[config.mk]
export PLATFORM = sky130hd
export DESIGN_NAME = mem_dbus_if
export DESIGN_NICKNAME = d
export VERILOG_FILES = /design/src/rtl/mem_dbus_if.sv
export SDC_FILE = /design/constraint.sdc
export NUM_CORES = 1
export LEC_CHECK = 0
export BUFFER_PORTS_ARGS = -buffer_cell sky130_fd_sc_hd__buf_2
export CAP_MARGIN = 15
export CORE_MARGIN = 1.5
export CORE_UTILIZATION = 44
export CTS_BUF_LIST = sky130_fd_sc_hd__clkbuf_8
export DETAILED_ROUTE_END_ITERATION = 10
export MAX_ROUTING_LAYER = met4
export PLACE_DENSITY = 0.75
export SLEW_MARGIN = 30
export SYNTH_ARGS = -nofsm -noshare
export SYNTH_HDL_FRONTEND = slang
export SYNTH_SLANG_ARGS = --single-unit
[constraint.sdc]
create_clock -name clk -period 1.6 [get_ports clk]
set_input_delay 0 -clock clk [delete_from_list [all_inputs] [get_ports clk]]
set_output_delay 0 -clock clk [all_outputs]
set_load 0.02 [all_outputs]
[src/rtl/mem_dbus_if.sv]
// Data-bus master for the MEM stage: turns a one-cycle CPU load/store request into a
// Wishbone-style bus cycle, stalling the pipeline until ack, flush or watchdog abort.
module mem_dbus_if #(
    parameter int TIMEOUT_CYCLES = 255
) (
    input  logic        clk,
    input  logic        rst,
    input  logic [5:0]  stall,
    input  logic        flush,
    input  logic        cpu_ce_i,
    input  logic        cpu_we_i,
    input  logic [31:0] cpu_addr_i,
    input  logic [3:0]  cpu_sel_i,
    input  logic [31:0] cpu_data_i,
    output logic [31:0] cpu_data_o,
    output logic        stallreq,
    output logic        bus_err_o,
    input  logic [31:0] wb_data_i,
    input  logic        wb_ack_i,
    output logic [31:0] wb_addr_o,
    output logic [31:0] wb_data_o,
    output logic        wb_we_o,
    output logic [3:0]  wb_sel_o,
    output logic        wb_stb_o,
    output logic        wb_cyc_o
);

    typedef enum logic [1:0] {
        S_IDLE,
        S_BUSY,
        S_WAIT_STALL
    } state_t;

    // Last watchdog value before the hung cycle is abandoned.
    localparam logic [7:0] WDOG_LAST = 8'(TIMEOUT_CYCLES - 1);

    state_t      r_state;
    state_t      w_state_nxt;

    logic [31:0] r_wb_addr;
    logic [31:0] r_wb_data;
    logic        r_wb_we;
    logic [3:0]  r_wb_sel;
    logic        r_wb_stb;
    logic        r_wb_cyc;
    logic        r_bus_err;
    logic [31:0] r_rd_buf;
    logic [7:0]  r_wdog;

    logic [31:0] w_wb_addr;
    logic [31:0] w_wb_data;
    logic        w_wb_we;
    logic [3:0]  w_wb_sel;
    logic        w_wb_stb;
    logic        w_wb_cyc;
    logic        w_bus_err;
    logic [31:0] w_rd_buf;
    logic [7:0]  w_wdog;
    logic        w_release;

    always_comb begin
        // NOTE: every signal written here gets a default first, so no path leaves one unassigned and infers a latch.
        w_state_nxt = r_state;
        w_wb_addr   = r_wb_addr;
        w_wb_data   = r_wb_data;
        w_wb_we     = r_wb_we;
        w_wb_sel    = r_wb_sel;
        w_wb_stb    = r_wb_stb;
        w_wb_cyc    = r_wb_cyc;
        w_bus_err   = 1'b0;
        w_rd_buf    = r_rd_buf;
        w_wdog      = r_wdog;
        w_release   = 1'b0;
        stallreq    = 1'b0;
        cpu_data_o  = '0;

        unique case (r_state)
            S_IDLE: begin
                stallreq = cpu_ce_i & ~flush;
                if (cpu_ce_i && !flush) begin
                    w_wb_addr   = cpu_addr_i;
                    w_wb_data   = cpu_data_i;
                    w_wb_we     = cpu_we_i;
                    w_wb_sel    = cpu_sel_i;
                    w_wb_cyc    = 1'b1;
                    w_wb_stb    = 1'b1;
                    w_wdog      = '0;
                    w_state_nxt = S_BUSY;
                end
            end

            S_BUSY: begin
                if (flush) begin
                    // Flush beats a simultaneous ack: the access is discarded.
                    w_release   = 1'b1;
                    w_state_nxt = S_IDLE;
                end else if (wb_ack_i) begin
                    cpu_data_o  = cpu_we_i ? '0 : wb_data_i;
                    w_rd_buf    = r_wb_we ? '0 : wb_data_i;
                    w_release   = 1'b1;
                    w_state_nxt = (stall != '0) ? S_WAIT_STALL : S_IDLE;
                end else if (r_wdog == WDOG_LAST) begin
                    w_release   = 1'b1;
                    w_bus_err   = 1'b1;
                    w_state_nxt = S_IDLE;
                end else begin
                    stallreq = 1'b1;
                    w_wdog   = r_wdog + 8'd1;
                end
            end

            S_WAIT_STALL: begin
                // Access is done but another stage holds the pipe: keep load data visible.
                cpu_data_o = r_rd_buf;
                if (stall == '0 || flush) begin
                    w_state_nxt = S_IDLE;
                end
            end

            default: begin
                w_state_nxt = S_IDLE;
            end
        endcase

        if (w_release) begin
            w_wb_addr = '0;
            w_wb_data = '0;
            w_wb_we   = 1'b0;
            w_wb_sel  = '0;
            w_wb_stb  = 1'b0;
            w_wb_cyc  = 1'b0;
        end
    end

    // NOTE: sequential state uses non-blocking assignments so every register samples pre-edge values.
    always_ff @(posedge clk) begin
        if (rst) begin
            r_state   <= S_IDLE;
            r_wb_addr <= '0;
            r_wb_data <= '0;
            r_wb_we   <= 1'b0;
            r_wb_sel  <= '0;
            r_wb_stb  <= 1'b0;
            r_wb_cyc  <= 1'b0;
            r_bus_err <= 1'b0;
            r_rd_buf  <= '0;
            r_wdog    <= '0;
        end else begin
            r_state   <= w_state_nxt;
            r_wb_addr <= w_wb_addr;
            r_wb_data <= w_wb_data;
            r_wb_we   <= w_wb_we;
            r_wb_sel  <= w_wb_sel;
            r_wb_stb  <= w_wb_stb;
            r_wb_cyc  <= w_wb_cyc;
            r_bus_err <= w_bus_err;
            r_rd_buf  <= w_rd_buf;
            r_wdog    <= w_wdog;
        end
    end

    assign wb_addr_o = r_wb_addr;
    assign wb_data_o = r_wb_data;
    assign wb_we_o   = r_wb_we;
    assign wb_sel_o  = r_wb_sel;
    assign wb_stb_o  = r_wb_stb;
    assign wb_cyc_o  = r_wb_cyc;
    assign bus_err_o = r_bus_err;

endmodule

======== Word level (Yosys, flattened, before mapping) ========
Index checks and enable logic that the tools add are counted.
storage, ports and cells
  flip-flop bits (word level) ............. 113
  input bits .............................. 112
  word-level logic and storage cells ...... 60
operators by class
  add/sub/neg operators ................... 1
  equal/unequal tests ..................... 9
  muxes and demuxes ....................... 25
  bitwise gates (word level) .............. 3
  reductions and logical operators ........ 13
operator list
  operator                                             number
  two-way mux 32 bit                                   4
  one-hot mux 32 bit (2 select lines)                  1
  two-way mux 8 bit                                    4
  one-hot mux 8 bit (2 select lines)                   1
  two-way mux 2 bit                                    6
  != test 2 bit, second input constant                 5
  adder 8 x 1 -> 8 bit, second input constant          1
  equality test 8 bit, second input constant           1
  two-way mux 1 bit                                    7
  logical NOT 6 bit                                    1
  one-hot mux 2 bit (3 select lines)                   1
  AND reduction 3 bit                                  2
  nonzero test 6 bit                                   1
  AND reduction 5 bit                                  1
  != test 4 bit, second input constant                 1
  OR reduction 4 bit                                   1
  equality test 2 x 1 -> 1 bit, second input constant  1
  equality test 2 bit, second input constant           1
  logical NOT 2 bit                                    1
  inverter 1 bit                                       2
  one-hot mux 1 bit (2 select lines)                   1
  AND reduction 2 bit                                  1
  nonzero test 2 bit                                   1
  OR reduction 2 bit                                   1
  other kinds (4)                                      4

======== Depth between registers and ports, before layout ========
Gate-level depths: netlist of run 1.
  depth after elaboration ................. 6
  gate-level depth with buffers ........... 8

======== Worst setup path before layout of run 1 ========
OpenSTA, ideal clock, no wires.
  kind .................................... register to output
  from .................................... reg r_state[1]
  to ...................................... out cpu_data_o[10]
  arrival time ............................ 1.622 ns
  required time ........................... 1.600 ns
  path slack .............................. -0.022 ns
  stages on the path, launching flop included .. 8
  path buffers ............................ 1
  cells stage by stage .................... dfxtp_1 inv_1 ha_1 nand3b_1 nor2_1 clkbuf_1 a22oi_1 nor2b_1
between the ends
  longest elaborated chain between the ends .. 2
  elaborated cells on any way between the ends .. 3
  those cells by class .................... 2 x eq/ne; 1 x mux
RTL lines
  element                                                              line  text
  start, declared                                                      37    state_t r_state;
  start signal, assigned                                               149   r_state <= w_state_nxt;
  equality test 2 bit or equality test 2 x 1 -> 1 bit (tied branches)  77    unique case (r_state)
  one-hot mux 32 bit (2 select lines) *                                77
  end, declared                                                        15    output logic [31:0] cpu_data_o,
Every way passes the cells marked *; elsewhere a longest branch is shown, timed or not.

======== Final worst setup path of run 1 ========
  from .................................... reg r_state[1]
  to ...................................... out cpu_data_o[4]
Same word-level chain as after synthesis.

==> results of run 1 <==
[sequential cells by signal, indices dropped and copies added, names as in the netlist]
name / count
wb_addr_o: 32
r_state: 2
r_rd_buf: 32
wb_we_o: 1
wb_data_o: 32
wb_cyc_o: 1
r_wdog: 8
wb_sel_o: 4
bus_err_o: 1
[worst paths after layout]
| path | slack (ns) | cells past startpoint | to |
|---|---|---|---|
| worst max-delay path | -0.44 | 9 | cpu_data_o[4] |
| worst max register to register | -0.14 | 10 | r_rd_buf[18] |
| worst min register to register | 0.47 | 2 | wb_addr_o[13] |
| worst min-delay path | 0.003 | 4 | r_rd_buf[22] |
[through the flow]
step                instance area, um2  util, %  worst slack, ns
floorplan                         4870        -           0.0551
global placement                  6210     57.5           0.0729
detailed placement                6210     57.5          0.00347
CTS                               7970     73.9           -0.299
global route                      9150     84.8           -0.513
finish                            9150     84.8           -0.440
[cell families after synthesis]
group,Yosys count
compound gates,162
fa+ha+maj,5
simple gates,274
flops,113
buf+inv,59
[routing by layer]
| layer | wire, um | share of wire [%] | up-vias |
|---|---|---|---|
| met1 | 8150 | 35 | 3040 |
| met3 | 2250 | 9.6 | 150 |
| met4 | 1370 | 5.8 | 0 |
| met5 | 0 | 0 | - |
| met2 | 11700 | 50 | 556 |
| li1 | - | - | 2799 |
[area by class of cell]
cell class	instances	area [um2]
Timing Repair Buffer	383	3140
Multi-Input combinational cell	442	3140
Sequential cell	113	2270
Fill cell	503	1640
Clock buffer	18	248
Tap cell	140	175
Clock inverter	14	148
Inverter	8	32.5
[repair_timing]
| action | 4_1_cts | 5_1_grt |
|---|---|---|
| cloned | 6 | 16 |
| pin swaps | 9 | 38 |
| setup endpoints to repair | 35 | 137 |
| endpoints found under the hold margin | 98 | 0 |
| hold buffers | 100 | 0 |
| resized for setup | 61 | 193 |
| buffers inserted | 8 | 13 |
[cell usage in the layout, fill, tap and decap left out, types with 4 or more instances in the layout]
| cell type | count |
|---|---|
| nand4_1 | 4 |
| a21oi_1 | 27 |
| nor3b_2 | 23 |
| dfxtp_1 | 108 |
| nor2_1 | 38 |
| dlygate4sd3_1 | 100 |
| clkbuf_8 | 18 |
| nor3b_1 | 7 |
| a22oi_2 | 22 |
| dfxtp_2 | 4 |
| a21oi_4 | 12 |
| buf_12 | 9 |
| a21oi_2 | 66 |
| clkbuf_16 | 10 |
| clkinv_2 | 7 |
| buf_4 | 48 |
| inv_1 | 7 |
| nand2_1 | 142 |
| buf_6 | 21 |
| nand2b_1 | 4 |
| nor2b_2 | 12 |
| nor2b_1 | 22 |
| buf_2 | 184 |
| a22oi_1 | 10 |
| buf_8 | 9 |
[worst register-to-register path: stages (launching register included)]
cell	delay, ns
dfxtp_2	0.33
inv_2	0.08
ha_4	0.13
nand3b_1	0.15
buf_4	0.18
buf_6	0.12
buf_12	0.14
buf_8	0.14
nor3b_4	0.28
a21oi_2	0.05
nor2_1	0.08
[power by group]
part | internal, mW | switching [mW] | total [mW]
clock | 1.55 | 1.22 | 2.77
combinational | 0.732 | 0.806 | 1.54
sequential | 2.92 | 0.0714 | 2.99
total | 5.20 | 2.10 | 7.29
==> flow_summary_export.csv, run 1 <==
group,metric,value,unit
cells_and_area,nets,1082,
critical_path,crit_type,"reg2out",
cells_and_area,syn_to_final_growth,89.0,%
logic_synthesis,synthTopCellsByArea,"dfxtp_1 (47%), nand2_1 (11%), a21oi_1 (11%)",
critical_path,critPathBufInv,4,
logic_synthesis,muxShareOfSynthArea,0,%
pwr,total_power,7.29,mW
pwr,p_leak,3.71,nW
floorplanning,die_w,108,um
cells_and_area,drive_gt1_share,49.3,%
clocking,clk_latency,0.44,ns
critical_path,critical_path.max_fanout,6,
logic_synthesis,synth_top_family_by_area,"simple AND/OR/NAND/NOR gates",
sta,setup_ws,-0.440,ns
logic_synthesis,synth_cell_types,41,
global_route,grt_pass1_vias,5704,
route,firstDrtPassIters,6,
sta,holdWs,0.00289,ns
floorplanning,die_h,108,um
critical_path,cp_slowest_stage_delay,0.33,ns
clocking,path_clk_slew,0.07,ns
worst_hold_path,min-delay-path-class,"in2reg",
sta,fmax,490,MHz
global_route,overflow,0,
global_route,grt_pass1_wl,26800,um
route,wirelength,23500,um
logic_synthesis,synth_most_common_cell,"nand2_1",
global_route,use_met1,32.9,%
critical_path,start_kind,"flop",
critical_path,required,1.60,ns
route,viasPerCell,5.85,
sta,hold_viol,0,
logic_synthesis,ys_seq_area_share,46.7,%
logic_synthesis,synth_commonest_cells,"nand2_1 (145), dfxtp_1 (113), a21oi_1 (104)",
global_route,busiest_layer,"met2",
clocking,clock-sinks,113,
cells_and_area,final_cells,1118,
logic_synthesis,yosysWarnings,0,
worst_hold_path,worstHoldStart,"wb_data_i[22]",
sta,rsz0062_at_grt,"true",
critical_path,end_kind,"primary output",
sta,relSlewSlack,55.7,%
sta,drv_slew,0,
logic_synthesis,syn_inst,613,
global_route,grt_max_degree,46,
outcome,outcome,"complete, but fails checks",
clocking,cts_buffer_depth,2,
critical_path,crit_path_cell_trace,"inv_2, ha_4, nand3b_1, nor2_4, buf_6, buf_8, a22oi_1, nor2b_1, buf_4",
cells_and_area,insertedDiodeCount,0,
logic_synthesis,synth_compound_area_share,19.7,%
floorplanning,dieArea,11600,um2
sta,fin_skew,0.0161,ns
sta,finalSetupViolCount,126,
clocking,h-tree-depth,4,
sta,finalCritPeriodShare,127,%
placed_design,hpwl,9320,um
logic_synthesis,synth_top_area_cell,"dfxtp_1",
route,vias,6545,
logic_synthesis,ys_ff_latch,113,
floorplanning,num_io_pins,217,
pwr,ir_worst_vdd,709,uV
floorplanning,initial_utilization,44.9,%
route,drtIter0Drc,621,
logic_synthesis,synth-simple-area-share,26.9,%
global_route,grt_util_met2,52.4,%
flow_run,drv_cap,0,
outcome,violations,"negative setup slack",
logic_synthesis,synth_xor_xnor_area_share,0,%
logic_synthesis,synthAdderAreaFrac,1.29,%
sta,min_period,2.04,ns
critical_path,arrival,2.04,ns
pwr,power.density,797,nW/um2
logic_synthesis,syn_nets,730,
critical_path,crit_path_top_delay_cell,"dfxtp_2",
route,routedWlPerCell,21.0,um
logic_synthesis,synth_ff_type,"dfxtp_1",
logic_synthesis,syn_avg_cell_area,7.90,um2
critical_path,critPathLaunch,"r_state[1]",
clocking,cts_root_buffer,"clkbuf_8",
sta,tightest_slew,0.659,ns
floorplanning,core_area,10800,um2
placed_design,portBuffers,216,
critical_path,r2r_start,"r_state[1]",
placed_design,gp_congestion,0.944,
global_route,track_usage,30.3,%
logic_synthesis,syn_area,4840,um2
critical_path,path_delay_family,"simple AND/OR/NAND/NOR gates",
global_route,met3_usage,7.63,%
clocking,tritoncts,"yes",
sta,fin_setup_tns,-16.70,ns
logic_synthesis,synthArstFlopShare,0,%
placed_design,dpl.cell_count,946,
route,drc_errors,0,
global_route,antenna_found_initial,0,
logic_synthesis,synth_edf_count,0,
logic_synthesis,yosysTopAreaCellShare,46.7,%
floorplanning,num_rows,38,
route,antenna_left,0,
clocking,cts_buffers,17,
Power figures use the tool's default switching activity.
==> run 2: changes to the inputs <==
CELL_PAD_IN_SITES_DETAIL_PLACEMENT = 0   (was unset)
CELL_PAD_IN_SITES_GLOBAL_PLACEMENT = 2   (was unset)
CORE_UTILIZATION = 23   (was 44)
PLACE_DENSITY = 0.73   (was 0.75)
==> run 2 against run 1 <==
Effect of this change: the flow still finishes with violations (negative setup slack); register-to-register slack improved by 0.02 ns; non-clock buffer count increased by 8; sequential cell count unchanged; count of clock-buffer cells in the layout unchanged; core utilization decreased by 41 points; highest routed layer unchanged; largest power group unchanged.
==> flow_summary_export.csv, run 2 (synthesized netlist as in run 1, its figures left out) <==
group,metric,value,unit
outcome,outcome,"complete, but fails checks",
outcome,violations,"negative setup slack",
worst_hold_path,worstHoldStart,"flush",
critical_path,arrival,1.83,ns
sta,hold_viol,0,
route,wirelength,18900,um
critical_path,critPathBufInv,4,
sta,fmax,545,MHz
sta,setup_ws,-0.235,ns
global_route,grt_pass1_wl,27100,um
cells_and_area,fillCellCount,2070,
route,viasPerCell,4.49,
floorplanning,die_w,148,um
sta,drv_slew,0,
placed_design,gp_congestion,0.756,
clocking,path_clk_slew,0.07,ns
route,antenna_left,0,
pwr,power.density,796,nW/um2
flow_run,drv_cap,0,
critical_path,cpMostUsedCell,"buf_4",
critical_path,critical_path.max_fanout,16,
clocking,h-tree-depth,4,
cells_and_area,drive_gt1_share,44.0,%
route,vias,5643,
critical_path,crit_path_end,"cpu_data_o[10]",
route,firstDrtPassIters,5,
sta,min_period,1.83,ns
clocking,tritoncts,"yes",
floorplanning,core_area,20400,um2
critical_path,crit_type,"reg2out",
clocking,cts_root_buffer,"clkbuf_8",
sta,relSlewSlack,70.2,%
sta,tightest_slew,0.447,ns
floorplanning,num_io_pins,217,
cells_and_area,mostFrequentLayoutCell,"buf_2",
cells_and_area,nets,1090,
placed_design,portBuffers,216,
sta,fin_skew,0.0114,ns
critical_path,r2r_slack,-0.12,ns
critical_path,cp_slowest_stage_delay,0.36,ns
critical_path,end_kind,"primary output",
critical_path,crit_path_top_delay_cell,"dfxtp_2",
global_route,track_usage,15.9,%
sta,finalCritPeriodShare,115,%
floorplanning,dieArea,21900,um2
cells_and_area,syn_to_final_growth,85.5,%
global_route,overflow,0,
clocking,clk_latency,0.44,ns
placed_design,hpwl,11200,um
sta,rsz0062_at_grt,"true",
global_route,grt_pass1_vias,5449,
critical_path,required,1.60,ns
critical_path,r2r_start,"r_state[1]",
critical_path,cp.depth,7,
critical_path,start_kind,"flop",
critical_path,crit_path_cell_trace,"inv_1, buf_4, ha_4, clkbuf_16, a22oi_1, nor2b_2, buf_4",
route,drc_errors,0,
route,drtIter0Drc,179,
cells_and_area,insertedDiodeCount,0,
worst_hold_path,min-delay-path-class,"in2reg",
floorplanning,num_rows,52,
cells_and_area,utilization,44.0,%
pwr,p_leak,3.63,nW
clocking,cts_buffer_depth,2,
critical_path,rr_endpoint,"r_wdog[7]",
global_route,grt_max_degree,55,
cells_and_area,layout_common_cells,"buf_2 (183), nand2_1 (142), dfxtp_1 (109)",
route,routedWlPerCell,15.1,um
critical_path,r2r_cells,8,
floorplanning,die_h,148,um
clocking,clock-sinks,113,
global_route,antenna_found_initial,0,
critical_path,path_delay_family,"buffers and inverters",
floorplanning,initial_utilization,23.7,%
pwr,ir_worst_vdd,593,uV
sta,finalSetupViolCount,85,
critical_path,critPathLaunch,"r_state[0]",
placed_design,place_ws,-0.0270,ns
clocking,cts_buffers,17,
## run 2: worst min-delay path by stage
stage	endpoint	slack [ns]	cells after the start
after floorplan	wb_addr_o[28]	0.14	2
final	r_state[0]	0.07	3
after CTS	r_state[0]	0.006	3
after global routing	r_state[0]	0.07	3
after detailed placement	wb_addr_o[11]	0.25	3
after global placement	wb_data_o[10]	0.24	3
## run 2: stage by stage
stage	setup TNS [ns]	hold slack (ns)	std cells	total power, mW	area (um2)
2_1_floorplan	0	0.135	613	3.51	4870
3_3_place_gp	-0.0114	0.243	1092	3.95	6510
5_1_grt	-16.42	0.0741	1256	7.50	8980
4_1_cts	-10.75	0.00589	1238	7.03	8270
6_report	-8.49	0.0662	1256	7.15	8980
3_5_place_dp	-0.0270	0.245	1092	3.94	6510
## run 2: repair_timing
action	4_1_cts	5_1_grt
hold buffers	104	0
cloned	2	13
buffers inserted	9	10
endpoints found under the setup margin	36	110
resized for setup	66	114
pin swaps	5	18
endpoints found under the hold margin	105	0
## run 2: area by class of cell
type                       count  area, um2  area share (%)
tap                          270        338            3.76
clock inverter                14        156            1.74
sequential                   113       2270            25.2
clock buffer                  18        248            2.76
inverter                       8       32.5           0.362
timing repair buffer         391       3140            34.9
multi-input combinational    442       2800            31.2
## run 2: worst reg2reg max path, cell delays in order, from the launching register on
cell	delay, ns
dfxtp_2	0.32
inv_2	0.07
ha_4	0.12
buf_4	0.10
buf_6	0.09
or4b_4	0.51
nor2_4	0.21
nand4_1	0.11
o22ai_1	0.12
## run 2: where the power goes
part	internal (mW)	total, mW	switching (mW)	leakage (nW)
registers	2.91	2.97	0.0553	0.919
logic	0.705	1.39	0.689	2.52
clock network	1.44	2.79	1.34	0.192
## run 2: metal layers
layer	share of wire [%]	routed length (um)	vias up	global-route usage (%)
met2	46	8730	203	25.0
met1	47	8860	2617	20.0
li1	-	-	2812	-
met3	6.1	1150	11	4.08
met4	1.0	190	0	4.90
met5	0	0	-	-
==> run 3: changes to the inputs <==
CORE_MARGIN = unset   (was 1.5)
SKIP_LAST_GASP = 1   (was unset)
==> run 3 against run 2 <==
Effect of this change: the flow still finishes with violations (negative setup slack); critical path type unchanged; cell area shrank 3.4%; maximum frequency is 3.1% lower; largest power group unchanged; clock skew up 0.0019 ns.
==> flow_summary_export.csv, run 3 (synthesized netlist as in run 1, its figures left out) <==
group,metric,value,unit
global_route,grt_pass1_vias,5451,
sta,fin_skew,0.0133,ns
route,drtIter0Drc,195,
floorplanning,die_h,147,um
clocking,path_clk_slew,0.07,ns
floorplanning,num_io_pins,217,
route,wirelength,18200,um
clocking,cts_buffer_depth,2,
clocking,h-tree-depth,4,
critical_path,cp_slowest_stage_delay,0.32,ns
sta,relSlewSlack,69.8,%
sta,finalSetupViolCount,35,
global_route,grt_max_degree,43,
route,firstDrtPassIters,5,
critical_path,arrival,1.89,ns
pwr,p_leak,3.58,nW
sta,finalCritPeriodShare,118,%
sta,tightest_slew,0.452,ns
cells_and_area,drive_gt1_share,37.9,%
placed_design,hpwl,10900,um
sta,min_period,1.89,ns
cells_and_area,syn_to_final_growth,79.2,%
flow_run,drv_cap,0,
critical_path,critical_path.max_fanout,8,
floorplanning,core_area,20400,um2
floorplanning,num_rows,52,
critical_path,crit_path_cell_trace,"inv_2, ha_4, nand3b_1, nor2_4, buf_6, buf_16, a22oi_2, nor2b_1, buf_4",
clocking,tritoncts,"yes",
sta,drv_slew,0,
critical_path,r2r_slack,-0.07,ns
pwr,power.density,820,nW/um2
worst_hold_path,min-delay-path-class,"in2reg",
placed_design,gp_congestion,0.756,
sta,rsz0062_at_grt,"true",
critical_path,crit_type,"reg2out",
route,routedWlPerCell,14.6,um
sta,hold_viol,0,
clocking,clk_latency,0.44,ns
global_route,grt_pass1_wl,27600,um
outcome,violations,"negative setup slack",
critical_path,rr_endpoint,"r_wdog[1]",
critical_path,crit_path_end,"cpu_data_o[28]",
cells_and_area,insertedDiodeCount,0,
cells_and_area,mostFrequentLayoutCell,"buf_2",
route,viasPerCell,4.40,
clocking,cts_buffers,17,
global_route,met3_usage,4.66,%
critical_path,crit_path_top_delay_cell,"dfxtp_2",
global_route,overflow,0,
route,vias,5476,
floorplanning,dieArea,21600,um2
clocking,cts_root_buffer,"clkbuf_8",
clocking,clock-sinks,113,
critical_path,r2r_start,"r_state[1]",
global_route,antenna_found_initial,0,
critical_path,r2r_cells,8,
outcome,outcome,"complete, but fails checks",
global_route,track_usage,16.5,%
critical_path,required,1.60,ns
cells_and_area,layout_common_cells,"buf_2 (183), nand2_1 (142), dfxtp_1 (109)",
critical_path,critPathLaunch,"r_state[1]",
global_route,busiest_layer,"met2",
placed_design,portBuffers,216,
critical_path,start_kind,"flop",
sta,fin_setup_tns,-8.64,ns
global_route,grt_util_met2,26.6,%
pwr,total_power,7.11,mW
global_route,use_met1,20.3,%
floorplanning,die_w,147,um
sta,fmax,528,MHz
floorplanning,initial_utilization,23.7,%
sta,setup_ws,-0.293,ns
critical_path,end_kind,"primary output",
pwr,ir_worst_vdd,420,uV
cells_and_area,nets,1079,
route,drc_errors,0,
route,antenna_left,0,
==> run 3: cell types whose count changed in the layout (fill, tap and decap cells not counted), moves of 3 or more <==
cell / change
nor3b_2: +4
buf_6: -3
a21oi_1: +67
a22oi_1: -9
buf_4: -5
a22oi_2: +9
a21oi_2: -66
clkbuf_16: -5
nor3b_1: -3
==> run 3: layout make-up <==
type | count | area, um2
clock inverters | 14 | 165
clock buffers | 18 | 248
flip-flops and latches | 113 | 2270
repair buffers | 381 | 3020
fillers | 2087 | 11800
inverters | 8 | 30.0
multi-input cells | 441 | 2610
well taps | 270 | 338
==> run 3: what timing repair did <==
action | 4_1_cts | 5_1_grt
hold buffers | 104 | 0
pin swaps | 6 | 15
resized for setup | 69 | 53
buffers inserted | 9 | 5
gates cloned | 4 | 4
endpoints found under the setup margin | 43 | 87
hold endpoints to repair | 102 | 0
==> run 3: layer usage <==
metal | vias to the layer above | wire length [um]
li1 | 2785 | -
met1 | 2487 | 8260
met2 | 186 | 8570
met3 | 18 | 1140
met4 | 0 | 176
met5 | - | 0
==> run 3: metrics by stage <==
step	instances	setup slack, ns	cell area [um2]	util, %	hold WS [ns]
after floorplan	613	0.0551	4870	-	0.135
after global placement	1089	0.00842	6480	31.7	0.244
after detailed placement	1089	-0.0341	6480	31.7	0.246
after CTS	1238	-0.352	8340	40.8	0.0109
after global routing	1245	-0.444	8680	42.5	0.0790
final	1245	-0.293	8680	42.5	0.0920
==> run 3: power by group <==
| group | total [mW] | internal, mW | switching (mW) |
|---|---|---|---|
| Combinational | 1.27 | 0.645 | 0.622 |
| Clock | 2.88 | 1.58 | 1.30 |
| Sequential | 2.97 | 2.91 | 0.0528 |
| Total | 7.11 | 5.14 | 1.98 |
==> run 3: worst min path at each step <==
stage	startpoint	to	cells past startpoint	slack, ns
4_1_cts	flush	r_state[0]	3	0.01
5_1_grt	flush	r_state[0]	3	0.08
2_1_floorplan	cpu_addr_i[28]	wb_addr_o[28]	2	0.14
3_5_place_dp	cpu_data_i[3]	wb_data_o[3]	3	0.25
6_report	flush	r_state[0]	3	0.09
3_3_place_gp	cpu_data_i[11]	wb_data_o[11]	3	0.24
==> run 3: worst max-delay path, delay by kind of cell, from the launching register on <==
kind | cells | cell delay (ns)
adder cells (fa/ha/maj) | 1 | 0.13
flip-flops | 1 | 0.32
AO/OA/AOI/OAI | 1 | 0.05
buffers and inverters | 4 | 0.51
AND/OR/NAND/NOR | 3 | 0.45
